`src/rtl/seq_det_ctrl_if.sv`:
```
// Serial bit stream and match-report handshake shared by the detector
// controller (slave) and its source/consumer side (master).
interface seq_det_ctrl_if;
    logic x_valid;
    logic x_in;
    logic x_ready;
    logic det_req;
    logic det_ack;

    modport master (output x_valid, x_in, det_ack, input x_ready, det_req);
    modport slave  (input x_valid, x_in, det_ack, output x_ready, det_req);
endinterface

```
`src/rtl/seq_det_ctrl.sv`:
```
// Programmable serial pattern detector controller: arms, fills the shift
// window, detects matches and reports each one over a req/ack handshake.
module seq_det_ctrl #(
    parameter int MAX_LEN = 16,
    parameter int CNT_W   = 8,
    localparam int LW     = $clog2(MAX_LEN) + 1
) (
    input  logic               clk,
    input  logic               reset_n,
    input  logic               cfg_we,
    input  logic [MAX_LEN-1:0] cfg_pattern,
    input  logic [LW-1:0]      cfg_len,
    input  logic [CNT_W-1:0]   cfg_target,
    input  logic               start,
    input  logic               abort,
    seq_det_ctrl_if.slave      xif,
    output logic [CNT_W-1:0]   match_cnt,
    output logic               busy,
    output logic               done
);

    typedef enum logic [2:0] {S_IDLE, S_FILL, S_RUN, S_ACK, S_DONE} state_t;

    state_t             state_q, state_d;
    logic [MAX_LEN-1:0] win_q, win_d, pat_q, pat_d;
    logic [LW-1:0]      fill_q, fill_d, len_q, len_d;
    logic [CNT_W-1:0]   cnt_q, cnt_d, tgt_q, tgt_d;

    logic [LW-1:0]      len_eff, fill_inc;
    logic [MAX_LEN-1:0] mask, new_win;
    logic [CNT_W-1:0]   cnt_inc;
    logic               accept, hit;

    assign xif.x_ready = (state_q == S_FILL) || (state_q == S_RUN);
    assign xif.det_req = (state_q == S_ACK);
    assign busy        = (state_q == S_FILL) || (state_q == S_RUN) || (state_q == S_ACK);
    assign done        = (state_q == S_DONE);
    assign match_cnt   = cnt_q;

    // A cleared length register still behaves as a 1-bit pattern.
    always_comb begin
        len_eff = (len_q == '0) ? LW'(1) : len_q;
        for (int i = 0; i < MAX_LEN; i++) mask[i] = (i < int'(len_eff));
    end

    assign accept   = xif.x_valid && xif.x_ready;
    assign new_win  = {win_q[MAX_LEN-2:0], xif.x_in};
    assign hit      = ((new_win ^ pat_q) & mask) == '0;
    assign fill_inc = fill_q + LW'(1);
    assign cnt_inc  = (&cnt_q) ? cnt_q : cnt_q + CNT_W'(1);

    always_comb begin
        state_d = state_q;
        win_d   = win_q;
        fill_d  = fill_q;
        cnt_d   = cnt_q;
        pat_d   = pat_q;
        len_d   = len_q;
        tgt_d   = tgt_q;
        if (abort) begin
            state_d = S_IDLE;
            win_d   = '0;
            fill_d  = '0;
        end else begin
            case (state_q)
                S_IDLE, S_DONE: begin
                    if (cfg_we) begin
                        pat_d = cfg_pattern;
                        tgt_d = cfg_target;
                        if (cfg_len == '0)                 len_d = LW'(1);
                        else if (cfg_len > LW'(MAX_LEN))   len_d = LW'(MAX_LEN);
                        else                               len_d = cfg_len;
                    end
                    if (start) begin
                        state_d = S_FILL;
                        win_d   = '0;
                        fill_d  = '0;
                        cnt_d   = '0;
                    end
                end
                S_FILL: begin
                    if (accept) begin
                        win_d  = new_win;
                        fill_d = fill_inc;
                        // The bit that completes the window is already a candidate.
                        if (fill_inc == len_eff) begin
                            if (hit) begin
                                state_d = S_ACK;
                                cnt_d   = cnt_inc;
                            end else begin
                                state_d = S_RUN;
                            end
                        end
                    end
                end
                S_RUN: begin
                    if (accept) begin
                        win_d = new_win;
                        if (hit) begin
                            state_d = S_ACK;
                            cnt_d   = cnt_inc;
                        end
                    end
                end
                S_ACK: begin
                    if (xif.det_ack)
                        state_d = (tgt_q != '0 && cnt_q == tgt_q) ? S_DONE : S_RUN;
                end
                default: state_d = S_IDLE;
            endcase
        end
    end

    always_ff @(posedge clk or negedge reset_n) begin
        if (!reset_n) begin
            state_q <= S_IDLE;
            win_q   <= '0;
            fill_q  <= '0;
            cnt_q   <= '0;
            pat_q   <= '0;
            len_q   <= '0;
            tgt_q   <= '0;
        end else begin
            state_q <= state_d;
            win_q   <= win_d;
            fill_q  <= fill_d;
            cnt_q   <= cnt_d;
            pat_q   <= pat_d;
            len_q   <= len_d;
            tgt_q   <= tgt_d;
        end
    end

endmodule

```
`src/flat_wrapper.sv`:
```
// flat-port wrapper written by rule: the top's interface ports become plain ports
module seq_det_ctrl_flat 
#(
    parameter int MAX_LEN = 16,
    parameter int CNT_W   = 8,
    localparam int LW     = $clog2(MAX_LEN) + 1
)
  (clk, reset_n, cfg_we, cfg_pattern, cfg_len, cfg_target, start, abort, match_cnt, busy, done, xif_x_valid, xif_x_in, xif_det_ack, xif_x_ready, xif_det_req);
  seq_det_ctrl_if xif_i ();
  input  logic clk;
  input  logic reset_n;
  input  logic cfg_we;
  input  logic [MAX_LEN-1:0] cfg_pattern;
  input  logic [LW-1:0] cfg_len;
  input  logic [CNT_W-1:0] cfg_target;
  input  logic start;
  input  logic abort;
  output logic [CNT_W-1:0] match_cnt;
  output logic busy;
  output logic done;
  input wire logic [$bits(xif_i.x_valid)-1:0] xif_x_valid;
  input wire logic [$bits(xif_i.x_in)-1:0] xif_x_in;
  input wire logic [$bits(xif_i.det_ack)-1:0] xif_det_ack;
  output wire logic [$bits(xif_i.x_ready)-1:0] xif_x_ready;
  output wire logic [$bits(xif_i.det_req)-1:0] xif_det_req;
  assign xif_i.x_valid = xif_x_valid;
  assign xif_i.x_in = xif_x_in;
  assign xif_i.det_ack = xif_det_ack;
  assign xif_x_ready = xif_i.x_ready;
  assign xif_det_req = xif_i.det_req;
  seq_det_ctrl #(.MAX_LEN(MAX_LEN), .CNT_W(CNT_W)) u_core (.clk(clk), .reset_n(reset_n), .cfg_we(cfg_we), .cfg_pattern(cfg_pattern), .cfg_len(cfg_len), .cfg_target(cfg_target), .start(start), .abort(abort), .xif(xif_i), .match_cnt(match_cnt), .busy(busy), .done(done));
endmodule
```
`config.mk`:
```
export PLATFORM = sky130hd
export DESIGN_NAME = seq_det_ctrl_flat
export DESIGN_NICKNAME = d
export VERILOG_FILES = /design/src/rtl/seq_det_ctrl_if.sv /design/src/rtl/seq_det_ctrl.sv /design/src/flat_wrapper.sv
export SDC_FILE = /design/constraint.sdc
export NUM_CORES = 1
export LEC_CHECK = 0
export CAP_MARGIN = 20
export CORE_MARGIN = 2
export CORE_UTILIZATION = 55
export CTS_CLUSTER_SIZE = 25
export DETAILED_ROUTE_END_ITERATION = 6
export PLACE_DENSITY_LB_ADDON = 0.05
export REMOVE_ABC_BUFFERS = 1
export SLEW_MARGIN = 20
export SYNTH_ARGS = -nofsm -noshare
export SYNTH_HDL_FRONTEND = slang
export SYNTH_SLANG_ARGS = --single-unit
```
`constraint.sdc`:
```
create_clock -name clk -period 2.59 [get_ports clk]
set_clock_uncertainty 0.05 [all_clocks]
set_input_delay 0.3885 -clock clk [delete_from_list [all_inputs] [get_ports clk]]
set_output_delay 0.3885 -clock clk [all_outputs]
set_load 0.03 [all_outputs]
```
After elaboration in Yosys (flattened, before gate mapping)
Index checks and enable logic that the tools add are counted.

storage, ports and cells
  input port bits = 37
  word-level logic and storage cells = 94
  output and inout port bits = 12
  flip-flop bits (word level) = 60

cells by class
  bitwise gates (word level) = 3
  $lt $le $gt $ge = 17
  reductions and logical operators = 20
  equality and inequality tests = 17
  $add $sub $neg = 2
  muxes and demuxes = 28

operators with widths
  kind                   count
  $mux W8                6
  $mux W15               3
  $lt A4 B5 Y1 const A   8
  $mux W5                6
  $pmux W15 S2           1
  $mux W3                8
  $pmux W8 S3            1
  $lt A3 B5 Y1 const A   4
  $and A16 B16 Y16       1
  $logic_not A16 Y1      1
  $xor A16 B16 Y16       1
  $pmux W3 S4            1
  $reduce_and A6 Y1      2
  $logic_not A5 Y1       2
  $lt A1 B5 Y1 const A   2
  $lt A2 B5 Y1 const A   2
  $pmux W5 S2            1
  $ne A3 B2 Y1 const B   3
  $ne A3 B3 Y1 const B   3
  $reduce_and A3 Y1      3
  $reduce_bool A3 Y1     3
  $add A8 B1 Y8 const B  1
  $eq A8 B8 Y1           1
  $reduce_and A8 Y1      1
  16 further kinds       22

Logic depth before layout (Yosys ltp)
Gate-level depths: netlist (run 1).

  word-level depth = 10
  gate-level depth with buffers = 8
  depth with buffers taken out = 7

Least setup slack after synthesis (run 1)
OpenSTA, ideal clock, no wires.

  path kind = register to register
  start = reg u_core.fill_q[0]
  end = reg u_core.state_q[1]
  cell stages (with the launch flop) = 9
  slack = 0.348 ns
  required time = 2.418 ns
  period minus slack after synthesis = 2.242 ns
  arrival = 2.070 ns
  path buffers = 1
  cells stage by stage = dfrtp_1 -> ha_1 -> buf_2 -> xor2_1 -> o31ai_1 -> or4_4 -> o31ai_4 -> or4_1 -> a32o_1

between the ends
  cells in the longest elaborated chain, start to end = 4

ends and longest elaborated chain
  item                                RTL line             RTL
  start, declared                     seq_det_ctrl.sv:26   logic [LW-1:0] fill_q, fill_d, len_q, len_d;
  start signal, assigned              seq_det_ctrl.sv:126  fill_q <= fill_d;
  $add A5 B1 Y5                       seq_det_ctrl.sv:49   assign fill_inc = fill_q + LW'(1);
  $eq A5 B5 Y1                        seq_det_ctrl.sv:86   if (fill_inc == len_eff) begin
  $ne A3 B3 Y1 (no source line)       n/a
  $reduce_and A6 Y1 (no source line)  n/a
  end signal, assigned                seq_det_ctrl.sv:124  state_q <= state_d;
  end, declared                       seq_det_ctrl.sv:24   state_t state_q, state_d;

No other way between the ends.
A chain may end at the register's enable or synchronous reset.

Final worst setup path (run 1)
  start = reg u_core.state_q[1]
  end = out done

between the ends
  cells in the longest elaborated chain, start to end = 1

ends and longest elaborated chain
  item           RTL line            RTL
  $eq A3 B3 Y1   seq_det_ctrl.sv:37  assign done = (state_q == S_DONE);
  end, declared  flat_wrapper.sv:20  output logic done;

No other way between the ends.

==> results of run 1 <==
synth_stat cells, types with 2 or more instances:
cell | instances | area [sq um]
or3_1 | 2 | 12.51
o22ai_1 | 3 | 18.77
ha_1 | 2 | 25.02
nand2_1 | 55 | 206.5
dfrtp_1 | 60 | 1501
and3_1 | 2 | 12.51
buf_4 | 2 | 15.01
o31ai_1 | 3 | 22.52
xnor2_1 | 17 | 148.9
nor2_1 | 11 | 41.29
o2bb2ai_1 | 2 | 17.52
mux2i_1 | 9 | 90.09
buf_6 | 2 | 22.52
inv_1 | 7 | 26.28
nor4_1 | 9 | 56.30
nor2b_1 | 3 | 18.77
a2111o_1 | 2 | 22.52
nand4_1 | 4 | 25.02
and2_1 | 3 | 18.77
o41ai_1 | 2 | 17.52
o21ai_0 | 30 | 150.1
a21oi_1 | 11 | 55.05
buf_2 | 6 | 30.03
a211oi_2 | 2 | 25.02
nand3_1 | 6 | 30.03
nor3_1 | 9 | 45.04
buf_1 | 2 | 7.510
o211ai_1 | 2 | 15.01
mux2_2 | 25 | 281.5
xor2_1 | 10 | 87.58
nand2b_1 | 12 | 75.07
clkbuf_1 | 6 | 22.52
how the worst max path moves through the flow:
stage                                  from                  end
after floorplan           u_core.state_q[1]  u_core.match_cnt[6]
after global placement             xif_x_in  u_core.match_cnt[1]
after detailed placement           xif_x_in  u_core.match_cnt[1]
after CTS                 u_core.state_q[1]          xif_x_ready
after global routing      u_core.state_q[1]                 done
final                     u_core.state_q[1]                 done
area by class of cell:
cell class                 instances  area, sq um  area share, %
clock buffer                      10        127.6          3.030
clock inverter                     6        72.57          1.723
inverter                           7        26.28         0.6239
multi-input combinational        262         1814          43.08
sequential                        60         1501          35.65
tap                               75        93.84          2.228
timing repair buffer              61        575.6          13.67
stage by stage:
| stage | util [%] | power [uW] | instance area, sq um | worst slack, ps | cells |
|---|---|---|---|---|---|
| global route | 70.30 | 3528 | 4212 | 14.36 | 481 |
| CTS | 70.18 | 3336 | 4204 | 14.96 | 481 |
| finish | 70.30 | 3308 | 4212 | 127.2 | 481 |
| detailed placement | 66.83 | 2471 | 4004 | 94.15 | 465 |
| floorplan | - | 2110 | 3337 | 200.7 | 329 |
| global placement | 66.83 | 2436 | 4004 | 156.9 | 465 |
registers in the layout, indices dropped and copies added, names as in the netlist:
signal,cells
u_core.pat_q,16
u_core.win_q,15
u_core.match_cnt,8
u_core.tgt_q,8
u_core.fill_q,5
u_core.len_q,5
u_core.state_q,3
report_power, final:
part / switching [uW] / internal, uW
sequential: 251 / 1130
clock: 406 / 452
combinational: 520 / 547
repair_timing:
| item | CTS | global route |
|---|---|---|
| endpoints found under the setup margin | 0 | 7 |
| resized for setup | 0 | 3 |
| hold endpoints to repair | 0 | 0 |
layer usage:
| layer | vias up | part of all wire, % | GRT usage [%] |
|---|---|---|---|
| met2 | 73 | 46 | 36.22 |
| met3 | 10 | 5.6 | 7.853 |
| met5 | - | 0 | 0 |
| li1 | 1343 | - | - |
| met1 | 1325 | 47 | 31.47 |
| met4 | 0 | 1.6 | 5.961 |
cells by family after synthesis:
group	Yosys count	synth area share [%]
multiplexers	35	11.15
AND/OR/NAND/NOR	125	18.94
AO/OA/AOI/OAI	71	14.03
buffers and inverters	25	3.607
adder cells (fa/ha/maj)	2	0.7285
flip-flops	60	43.72
XOR/XNOR	29	7.832
==> run metrics, run 1 <==
Hold Slack about 48 ps; postcts setup bufs 0; Starting Density about 57%; WP data arrival between 2000 and 2500 ps; Main synth FF type dfrtp_1; Port Buffer Count 48; Antenna Violating Nets Remaining 0; vias per inst about 5.7; flops & latches, synth 60; Worst setup EP type output port; P per Cell Area around 790 nW/um^2; Final GP Congestion between 0.8 and 0.9; Reg2Reg Setup Slack 180 ps; WL final 7.396 mm; drt first pass iters 5; HPWL after DPL between 5 and 6 mm; Yosys cell types slightly below 60; cell area after synthesis around 3400 sq um; Post-synth EDFFs 0; Max Root-Sink Buffers 2; crit-path leading delay family buffers and inverters; Stages on worst setup path 4; CTS tree done; H-tree depth 3; final net count 440; Period minus WS final 2463 ps; most frequent cells in the layout dfrtp_1, nand2_1, clkdlybuf4s50_1; GRT Residual Overflow 0; # setup viols final 0; period utilization between 90% and 100%; largest net degree at the start of global routing 33; # fillers 475; RSZ-0062 raised after global routing no; Yosys warnings 0; Avg Inst Size Synth just under 10 sq um; VDD IR max around 550 uV; vias in the first global route 2711; # hold bufs at CTS 0; FP Rows 28; LEAKAGE between 0.0015 and 0.002 uW; Fin. Hold Viols 0; Vias 2751; final max-slew violation count 0; Crit path largest cell delay roughly 660 ps; Critical Path, Cell by Cell buf_4 > nor2_1 > and2_1 > clkdlybuf4s50_1; Vert. Die Dim ~83 um; Hold Crit Class in -> async; first-pass GRT wire length approximately 13 mm; status finished, final reports clean; Die ar. between 6000 and 7000 sq um; R2R cell count 6; initial antenna violation count 0; setup TNS 0 ps; sequential-to-total area share from yosys stat 43.72%; DR iter-0 viols ~190; average wire per standard cell about 15 um; Setup Crit Path Kind reg -> out; Area Growth Syn to Fin 22.62%; GRT Overall Usage roughly a quarter; Cells after Synth approximately 350; max_cap viols 0; DRC Markers 0; worst skew pair latency 350 ps; ys async rst share between 90% and 100%; CP Data Required Time 2150 ps; actual slew at the worst max-slew pin 729.1 ps; Diodes inserted 0; maximum clock rate a little over 0.4 GHz; R2R Path End u_core.state_q[2]; crit-path max FO 10; commonest non-fill, non-tap cell in the layout dfrtp_1; DIE WIDTH ~83 um; TritonCTS buffer count 9; I/O pin total 49; clock sinks 60; startpoint types register; CTS Root Buffer Type clkbuf_8; Slew headroom 51.39%; CP bufs+invs 2; slowest CP cell clkdlybuf4s50_1; share of cells above drive strength 1 between 10% and 20%; clk slew on worst S/H paths about 70 ps; area of the core 5991 sq um; reg2reg start u_core.len_q[4]
Note: power is estimated with default switching activity, not from simulation.
==> inputs of run 2 (changes only) <==
--- a/config.mk
+++ b/config.mk
@@ -5,7 +5,6 @@
 export SDC_FILE = /design/constraint.sdc
 export NUM_CORES = 1
 export LEC_CHECK = 0
-export CAP_MARGIN = 20
 export CORE_MARGIN = 2
 export CORE_UTILIZATION = 55
 export CTS_CLUSTER_SIZE = 25
==> results of run 2 <==
Same layout as run 1: the final DEF is identical, and so are final timing and power.
==> inputs of run 3 (changes only) <==
--- a/config.mk
+++ b/config.mk
@@ -10,6 +10,7 @@
 export CTS_CLUSTER_SIZE = 25
 export DETAILED_ROUTE_END_ITERATION = 6
 export PLACE_DENSITY_LB_ADDON = 0.05
+export RECOVER_POWER = 100
 export REMOVE_ABC_BUFFERS = 1
 export SLEW_MARGIN = 20
 export SYNTH_ARGS = -nofsm -noshare
==> run 3 against run 2 <==
Against the previous run:
- the flow now finishes with violations (max-capacitance violations, max-slew violations)
- first-iteration DRC count down 4.7%
- die area is the same
- combinational power barely moved
- power decreased by 0.62%
- register-to-register slack worse by 20 ps
- worst setup slack got worse by 2.9 ps
- clock-buffer cell count is the same
- critical path type unchanged
- critical endpoint unchanged
- sequential share of layout area up 0.36 points
==> run metrics, run 3 (synthesis results as in run 1) <==
share of cells above drive strength 1 15.27%; max reg flops 16; LEAKAGE approximately 0.0017 uW; drt first pass iters 4; Period minus WS final roughly 2500 ps; VDD IR max 547.5 uV; Antenna Violating Nets Remaining 0; Starting Density 57.33%; placed insts around 470; most frequent cells in the layout dfrtp_1, nand2_1, clkdlybuf4s50_1; Diodes inserted 0; Post-CTS Resized 0; initial antenna violation count 0; CP Data Required Time ~2200 ps; Design Power between 3000 and 4000 uW; slowest CP cell clkdlybuf4s50_1; Critical Path, Cell by Cell clkbuf_1 > nor2_1 > and2_0 > clkdlybuf4s50_1; crit-path max FO 10; final net count 440; fin cells between 400 and 500; Fin. Hold Viols 0; Worst setup EP type output port; R2R cell count 6; R2R Path End u_core.state_q[1]; setup TNS 0 ps; worst skew pair latency 350 ps; H-tree depth 3; Slew headroom -15.27%; area of the core 5991 sq um; Max Root-Sink Buffers 2; postcts setup bufs 0; CTS Root Buffer Type clkbuf_8; actual slew at the worst max-slew pin 1729 ps; violated checks max-capacitance violations, max-slew violations; GRT Residual Overflow 0; period utilization 95.20%; status finished with violations; global route hottest layer met2; # setup viols final 0; Die ar. ~7000 sq um; GRT Overall Usage a little under a quarter; largest net degree at the start of global routing 33; Crit path largest cell delay about 660 ps; final max-slew violation count 33; met2 usage approximately 36%; P per Cell Area between 700 and 800 nW/um^2; # hold bufs at CTS 0; startpoint types register; vias per inst roughly 5.7; CTS tree done; grt met3 use ~7.9%; Area Growth Syn to Fin 21.38%; Vert. Die Dim 83.02 um; Post-Place Worst Slack roughly 94 ps; HPWL after DPL 5.362 mm; Vias between 2000 and 3000; maximum clock rate ~0.41 GHz; average wire per standard cell roughly 15 um; max_cap viols 1; Setup Crit Path Kind reg -> out; WL final ~7.4 mm; Final GP Congestion approximately 0.86; FP Rows 28; M1 GR Usage between 30% and 40%; DR iter-0 viols 182; WP data arrival approximately 2000 ps; Reg2Reg Setup Slack around 160 ps; register bank with the most flops u_core.pat_q; biggest regs u_core.pat_q (16), u_core.win_q (15); DIE WIDTH ~83 um; DRC Markers 0; commonest non-fill, non-tap cell in the layout dfrtp_1; Hold Crit Class in -> async; reg2reg start u_core.len_q[4]; TritonCTS buffer count 9; first-pass GRT wire length around 13 mm; Port Buffer Count 48; setup ws final 124.3 ps; clk slew on worst S/H paths 70 ps; clock sinks 60; I/O pin total 49; vias in the first global route 2711; RSZ-0062 raised after global routing no
-- run 3: cell count changes in the layout (fill, tap and decap cells not counted), sizes merged --
| cell | before | now |
|---|---|---|
| clkbuf | 10 | 18 |
| buf | 14 | 7 |
| dlymetal6s2s | 1 | 0 |
| dlygate4sd3 | 0 | 9 |
| clkdlybuf4s50 | 46 | 37 |
-- run 3: area by class of cell --
cell class,instances,area [sq um]
fill,485,1822
multi-input combinational,262,1800
sequential,60,1501
timing repair buffer,61,546.8
clock buffer,10,127.6
tap,75,93.84
clock inverter,6,72.57
inverter,7,26.28
-- run 3: critical path: cells and delay by family (launching register included) --
kind,cells,cell delay (ps)
DFF,1,510
and+or+nand+nor,2,310
buffers and inverters,2,850
-- run 3: how the worst max path moves through the flow --
stage,from,to,slack (ps)
floorplan,u_core.state_q[1],u_core.match_cnt[6],200
global placement,xif_x_in,u_core.match_cnt[1],160
detailed placement,xif_x_in,u_core.match_cnt[1],90
CTS,u_core.state_q[1],xif_x_ready,10
global route,u_core.state_q[1],done,10
finish,u_core.state_q[1],done,120
-- run 3: routing by layer --
metal	vias to the layer above	routed length, um	share of wire (%)
met4	0	67	0.90
li1	1347	-	-
met5	-	0	0
met3	8	418	5.6
met1	1319	3485	47
met2	76	3446	46
-- run 3: per-stage QoR --
step	hold WS (ps)	area [sq um]	util, %
after floorplan	42.91	3337	-
after global placement	428.3	4004	66.83
after detailed placement	436.9	4004	66.83
after CTS	59.45	4204	70.18
after global routing	507.9	4169	69.59
final	434.9	4169	69.59
-- run 3: report_power, final --
part           switching [uW]  internal [uW]
clock                     409            452
combinational             521            524
sequential                251           1130
total                    1180           2110
==> edit 1 (flow settings as in run 3) <==
Encoding of `state_t`: now one-hot (5 bits for 5 states).
--- a/src/rtl/seq_det_ctrl.sv
+++ b/src/rtl/seq_det_ctrl.sv
@@ -19,7 +19,7 @@
     output logic               done
 );
 
-    typedef enum logic [2:0] {S_IDLE, S_FILL, S_RUN, S_ACK, S_DONE} state_t;
+    typedef enum logic [4:0] {S_IDLE = 5'b00001, S_FILL = 5'b00010, S_RUN = 5'b00100, S_ACK = 5'b01000, S_DONE = 5'b10000} state_t;
 
     state_t             state_q, state_d;
     logic [MAX_LEN-1:0] win_q, win_d, pat_q, pat_d;
Check against the original RTL: same outputs for any inputs over 4 cycles, from zero or initial values and one cycle with reset_n low; so few cycles prove little.
==> edit 1 against run 3 <==
  * The flow finishes with violations (max-capacitance violations, max-slew violations, negative setup slack)
  * Sequential share of layout area fell by 0.77 points
  * Global-route usage increased by 2.5 points
  * Non-clock buffer count up 24
  * Sequential cell count up 2
  * Total power up 5.7%
  * Count of clock-buffer cells in the layout unchanged
  * Synthesized area shrank 2.6%
  * Clock power up 5.8%
  * Wire length rose by 11%
  * Setup slack got worse by 0.48 ns
  * Design area increased by 6.1%
  * Cell count rose by 4.2%
  * Worst hold slack worse by 0.093 ns
  * Highest routed layer unchanged
==> edit 1: results (changes against run 3) <==
- Outcome: finished, violations left
- Violated checks: max-capacitance violations, max-slew violations, negative setup slack
- Final setup vio count: 9 (+9)
- Share of cells above drive strength 1: 24.2% (+8.9 points)
- Seq area share: 35.2% (-0.77 points)
- Multi-input logic cell count: 258 (-1.5%)
- GR Util met1: 31.5% (about the same)
- Sw power: 1.15 mW (-2.9%)
- Layout clock area frac: 4.58% (-0.22 points)
- Vias in the first global route: 2813 (+3.8%)
- GRT Overall Usage: 25.8% (+2.5 points)
- Worst Path Max Fanout: 9 (-1)
- Routed length on met3: 329 µm (-21%)
- Post-synthesis xor/xnor area fraction: 7.59% (-0.24 points)
- Met3 usage: 4.84% (-3.0 points)
- DR vias: 2897 (+5.3%)
- Fillers: 447 (-7.8%)
- Routed wl met2: 4.29 mm (+24%)
- Final nets: 461 (+4.8%)
- GP Congestion: 0.861 (+0.55%)
- Hold Slack: 0.342 ns (-0.0932 ns)
- Max_cap viols: 1 (unchanged)
- DPL Wire Length: 5.65 mm (+5.4%)
- Non-clock buffers: 85 (+39%)
- Post-synthesis sequential area ratio: 46.4% (+2.7 points)
- Dpl ws: -0.559 ns (-0.653 ns)
- Area of the multi-input gates: 0.00179 mm² (-0.70%)
- Signal buffers share of area: 17.1% (+4.0 points)
- DR WL/cell: 16.5 µm (+6.7%)
- Post-synthesis mux area share: 9.46% (-1.7 points)
- Synth area leaders: dfrtp_1, mux2_2, nand2_1
- Synth Area in Compound Gates: 11.9% (-2.1 points)
- Fin. max-slew vios: 27 (-18%)
- Grt met2 use: 44.2% (+8.0 points)
- Pin count of the biggest net entering global routing: 37 (+12%)
- Critical Path AT: 3.17 ns (+1.14 ns)
- Max IR drop VDD: 525 µV (-4.1%)
- Clk buf depth: 2 (unchanged)
- Synth unique cells: 55 (-5.2%)
- Highest routed layer: met4
- Number of diodes: 0 (unchanged)
- DRT met1 WL: 3.48 mm (-0.14%)
- Starting DRC count in detailed routing: 156 (-14%)
- Final setup margin: -0.357 ns (-0.481 ns)
- Synth cell count leaders: dfrtp_1, nand2_1, mux2_2
- Post-CTS Resized: 14 (+14)
- Worst-Margin Slew: 1.50 ns (-0.226 ns)
- First-pass GRT wire length: 13.0 mm (+0.21%)
- Post-Synth Adder-Cell Area: 0.748% (+0.019 points)
- Final TNS setup: -2.24 ns (-2.24 ns)
- Lkg Pwr: 2.01 nW (+19%)
- Invs w/o clock: 6 (-1)
- Clock insertion delay at the later pin of the skew report: 0.35 ns (about the same)
- Reg2Reg Launch Point: u_core.len_q[3]$_DFFE_PN0P_
## edit 1: cell count changes after synthesis, sizes merged, moves of 6 or more
cell / run 3 / this run
o21ai: 30 / 14
nand2b: 12 / 5
xnor2: 18 / 10
mux2i: 9 / 2
nor4: 11 / 5
xor2: 11 / 19
nand3: 6 / 24
## edit 1: stage by stage
stage,std cells,instance area (µm²)
6_report,501,4420
5_1_grt,501,4420
4_1_cts,501,4360
3_5_place_dp,486,4120
3_3_place_gp,486,4120
2_1_floorplan,326,3260
## edit 1: final timing paths
check / to / depth (start not counted)
max: u_core.match_cnt[5]$_DFFE_PN0P_ / 8
min reg2reg: u_core.win_q[14]$_DFFE_PN0P_ / 2
min: u_core.state_q[2]$_DFFE_PN0P_ / 1
max in group asynchronous: u_core.win_q[5]$_DFFE_PN0P_ / 2
max reg2reg: u_core.match_cnt[5]$_DFFE_PN0P_ / 8
min in group clk: u_core.win_q[14]$_DFFE_PN0P_ / 2
## edit 1: logic make-up after synthesis
kind of cell | after synthesis
adders and majority gates | 2
buffers and inverters | 22
DFF | 62
xor gates and xnor gates | 29
AOI/OAI and AO/OA | 59
and+or+nand+nor | 140
muxes | 28
## edit 1: critical path, stage by stage, from the launching register on
cell      delay, ns
dfrtp_2        0.47
a211o_1        0.31
a221oi_2       0.25
o211ai_1       0.14
or4b_4         0.54
o41a_1         0.36
buf_6          0.15
or4_1          0.46
a21oi_1        0.15
## edit 1: power by group through the flow
stage | logic (mW) | registers [mW] | clock network, mW
2_1_floorplan | 0.668 | 1.38 | 0
3_3_place_gp | 1.05 | 1.40 | 0
3_5_place_dp | 1.09 | 1.41 | 0
4_1_cts | 1.12 | 1.40 | 0.908
5_1_grt | 1.24 | 1.45 | 0.961
6_report | 1.15 | 1.42 | 0.911
==> edit 2 (settings of run 3) <==
Made on the original files. `MAX_LEN` is set to 16 in 2 places; all go to 32.
--- a/src/rtl/seq_det_ctrl.sv
+++ b/src/rtl/seq_det_ctrl.sv
@@ -1,7 +1,7 @@
 // Programmable serial pattern detector controller: arms, fills the shift
 // window, detects matches and reports each one over a req/ack handshake.
 module seq_det_ctrl #(
-    parameter int MAX_LEN = 16,
+    parameter int MAX_LEN = 32,
     parameter int CNT_W   = 8,
     localparam int LW     = $clog2(MAX_LEN) + 1
 ) (
--- a/src/flat_wrapper.sv
+++ b/src/flat_wrapper.sv
@@ -1,7 +1,7 @@
 // flat-port wrapper written by rule: the top's interface ports become plain ports
 module seq_det_ctrl_flat 
 #(
-    parameter int MAX_LEN = 16,
+    parameter int MAX_LEN = 32,
     parameter int CNT_W   = 8,
     localparam int LW     = $clog2(MAX_LEN) + 1
 )
Ports: changed (resized cfg_len and cfg_pattern); port bits go from 49 to 66. The function was not compared with the original's and may differ.
==> edit 2 against run 3 <==
  * The flow finishes with violations (negative setup slack)
  * Total power increased by 73%
  * Design area grew 49%
  * Synthesized area is 43% higher
  * Critical endpoint is now u_core.match_cnt[4]$_DFFE_PN0P_
  * Setup slack worse by 0.18 ns
  * Largest cell class unchanged
  * Sequential power grew 58%
  * Sequential cell count increased by 34
  * Wire length grew 66%
  * Largest power group is now combinational cells
  * Non-clock buffer count up 44
==> edit 2: results (changes against run 3) <==
- First-pass GRT wire length: 21.1 mm (+63%)
- Starting DRC count in detailed routing: 293 (+61%)
- GP Congestion: 0.984 (+15%)
- Buffers added on ports: 65 (+35%)
- Share of cells above drive strength 1: 13.4% (-1.9 points)
- GRT Overall Usage: 26.7% (+3.5 points)
- Final TNS setup: -0.209 ns (-0.209 ns)
- Synth unique cells: 52 (-10%)
- Final nets: 680 (+55%)
- Pin count of the biggest net entering global routing: 49 (+48%)
- Outcome: finished, violations left
- Slowest-stage cell, CP: dfrtp_1
- Violated checks: negative setup slack
- Max IR drop VDD: 540 µV (-1.4%)
- Final setup vio count: 5 (+5)
- Fillers: 681 (+40%)
- Routed vias/inst: 5.84 (+2.1%)
- Post-synthesis sequential area ratio: 47.9% (+4.2 points)
- DPL Wire Length: 8.56 mm (+60%)
- Final setup margin: -0.0597 ns (-0.184 ns)
- Lkg Pwr: 2.91 nW (+72%)
- Drt pass-1 iters: 6 (+2)
- Worst path max stage delay: 0.43 ns (-0.23 ns)
- Worst Path Max Fanout: 6 (-4)
- Synth area leaders: dfrtp_1, nand2_1, a22o_1
- Overall routed net length: 12.3 mm (+66%)
## edit 2: per-layer routing
| metal | part of all wire (%) | track usage, % | vias up |
|---|---|---|---|
| met3 | 4.3 | 4.26 | 34 |
| met4 | 3.1 | 10.5 | 0 |
| met1 | 45 | 36.4 | 2074 |
| met5 | 0 | 0 | - |
| met2 | 48 | 43.4 | 130 |
| li1 | - | - | 2059 |
## edit 2: worst paths after layout
kind                       cells after the start                         start  slack [ns]                              end
setup / recovery                              11   u_core.len_q[4]$_DFFE_PN0P_       -0.06  u_core.match_cnt[4]$_DFFE_PN0P_
hold / removal                                 1                       reset_n        0.19      u_core.tgt_q[3]$_DFFE_PN0P_
setup reg to reg                              11   u_core.len_q[4]$_DFFE_PN0P_       -0.06  u_core.match_cnt[4]$_DFFE_PN0P_
hold reg to reg                                2  u_core.pat_q[18]$_DFFE_PN0P_        0.45     u_core.pat_q[18]$_DFFE_PN0P_
max in group asynchronous                      2                       reset_n        0.47     u_core.pat_q[26]$_DFFE_PN0P_
min in group clk                               2  u_core.pat_q[18]$_DFFE_PN0P_        0.45     u_core.pat_q[18]$_DFFE_PN0P_
## edit 2: timing repair
item / CTS / global route
endpoints found under the setup margin: 5 / 10
pin swaps: 13 / 16
cloned: 1 / 0
gates resized for setup: 15 / 16
setup buffers: 5 / 1
endpoints found under the hold margin: 0 / 0
## edit 2: report_power, final
part | switching, mW | internal [mW]
logic | 1.36 | 1.09
registers | 0.346 | 1.83
clock network | 0.528 | 0.544
total | 2.23 | 3.46
## edit 2: cell type report
cell class                      count  area, µm²  share of cell area, %
Multi-Input combinational cell    408       2550                   41.0
Sequential cell                    94       2350                   37.8
Timing Repair Buffer              105        947                   15.2
Tap cell                          108        135                   2.17
Clock buffer                       10        128                   2.05
Clock inverter                      5       83.8                   1.35
Inverter                            6       22.5                  0.362
## edit 2: logic make-up after synthesis
logic type / count (synthesis) / synth area share [%]
and+or+nand+nor: 235 / 22.0
DFF: 94 / 47.9
buffers and inverters: 40 / 3.21
muxes: 3 / 0.637
adders and majority gates: 2 / 0.509
xor gates and xnor gates: 45 / 8.03
AOI/OAI and AO/OA: 123 / 17.8
## edit 2: stage by stage
step           instances  total power, mW  instance area (µm²)  util [%]  setup slack (ns)
2_1_floorplan        508             3.52                 4780         -            -0.500
6_report             736             5.69                 6210      71.6           -0.0597
3_3_place_gp         715             4.43                 5860      67.5           -0.0599
5_1_grt              736             6.07                 6210      71.6            -0.208
3_5_place_dp         715             4.47                 5860      67.5           -0.0934
4_1_cts              736             5.65                 6180      71.3           -0.0992
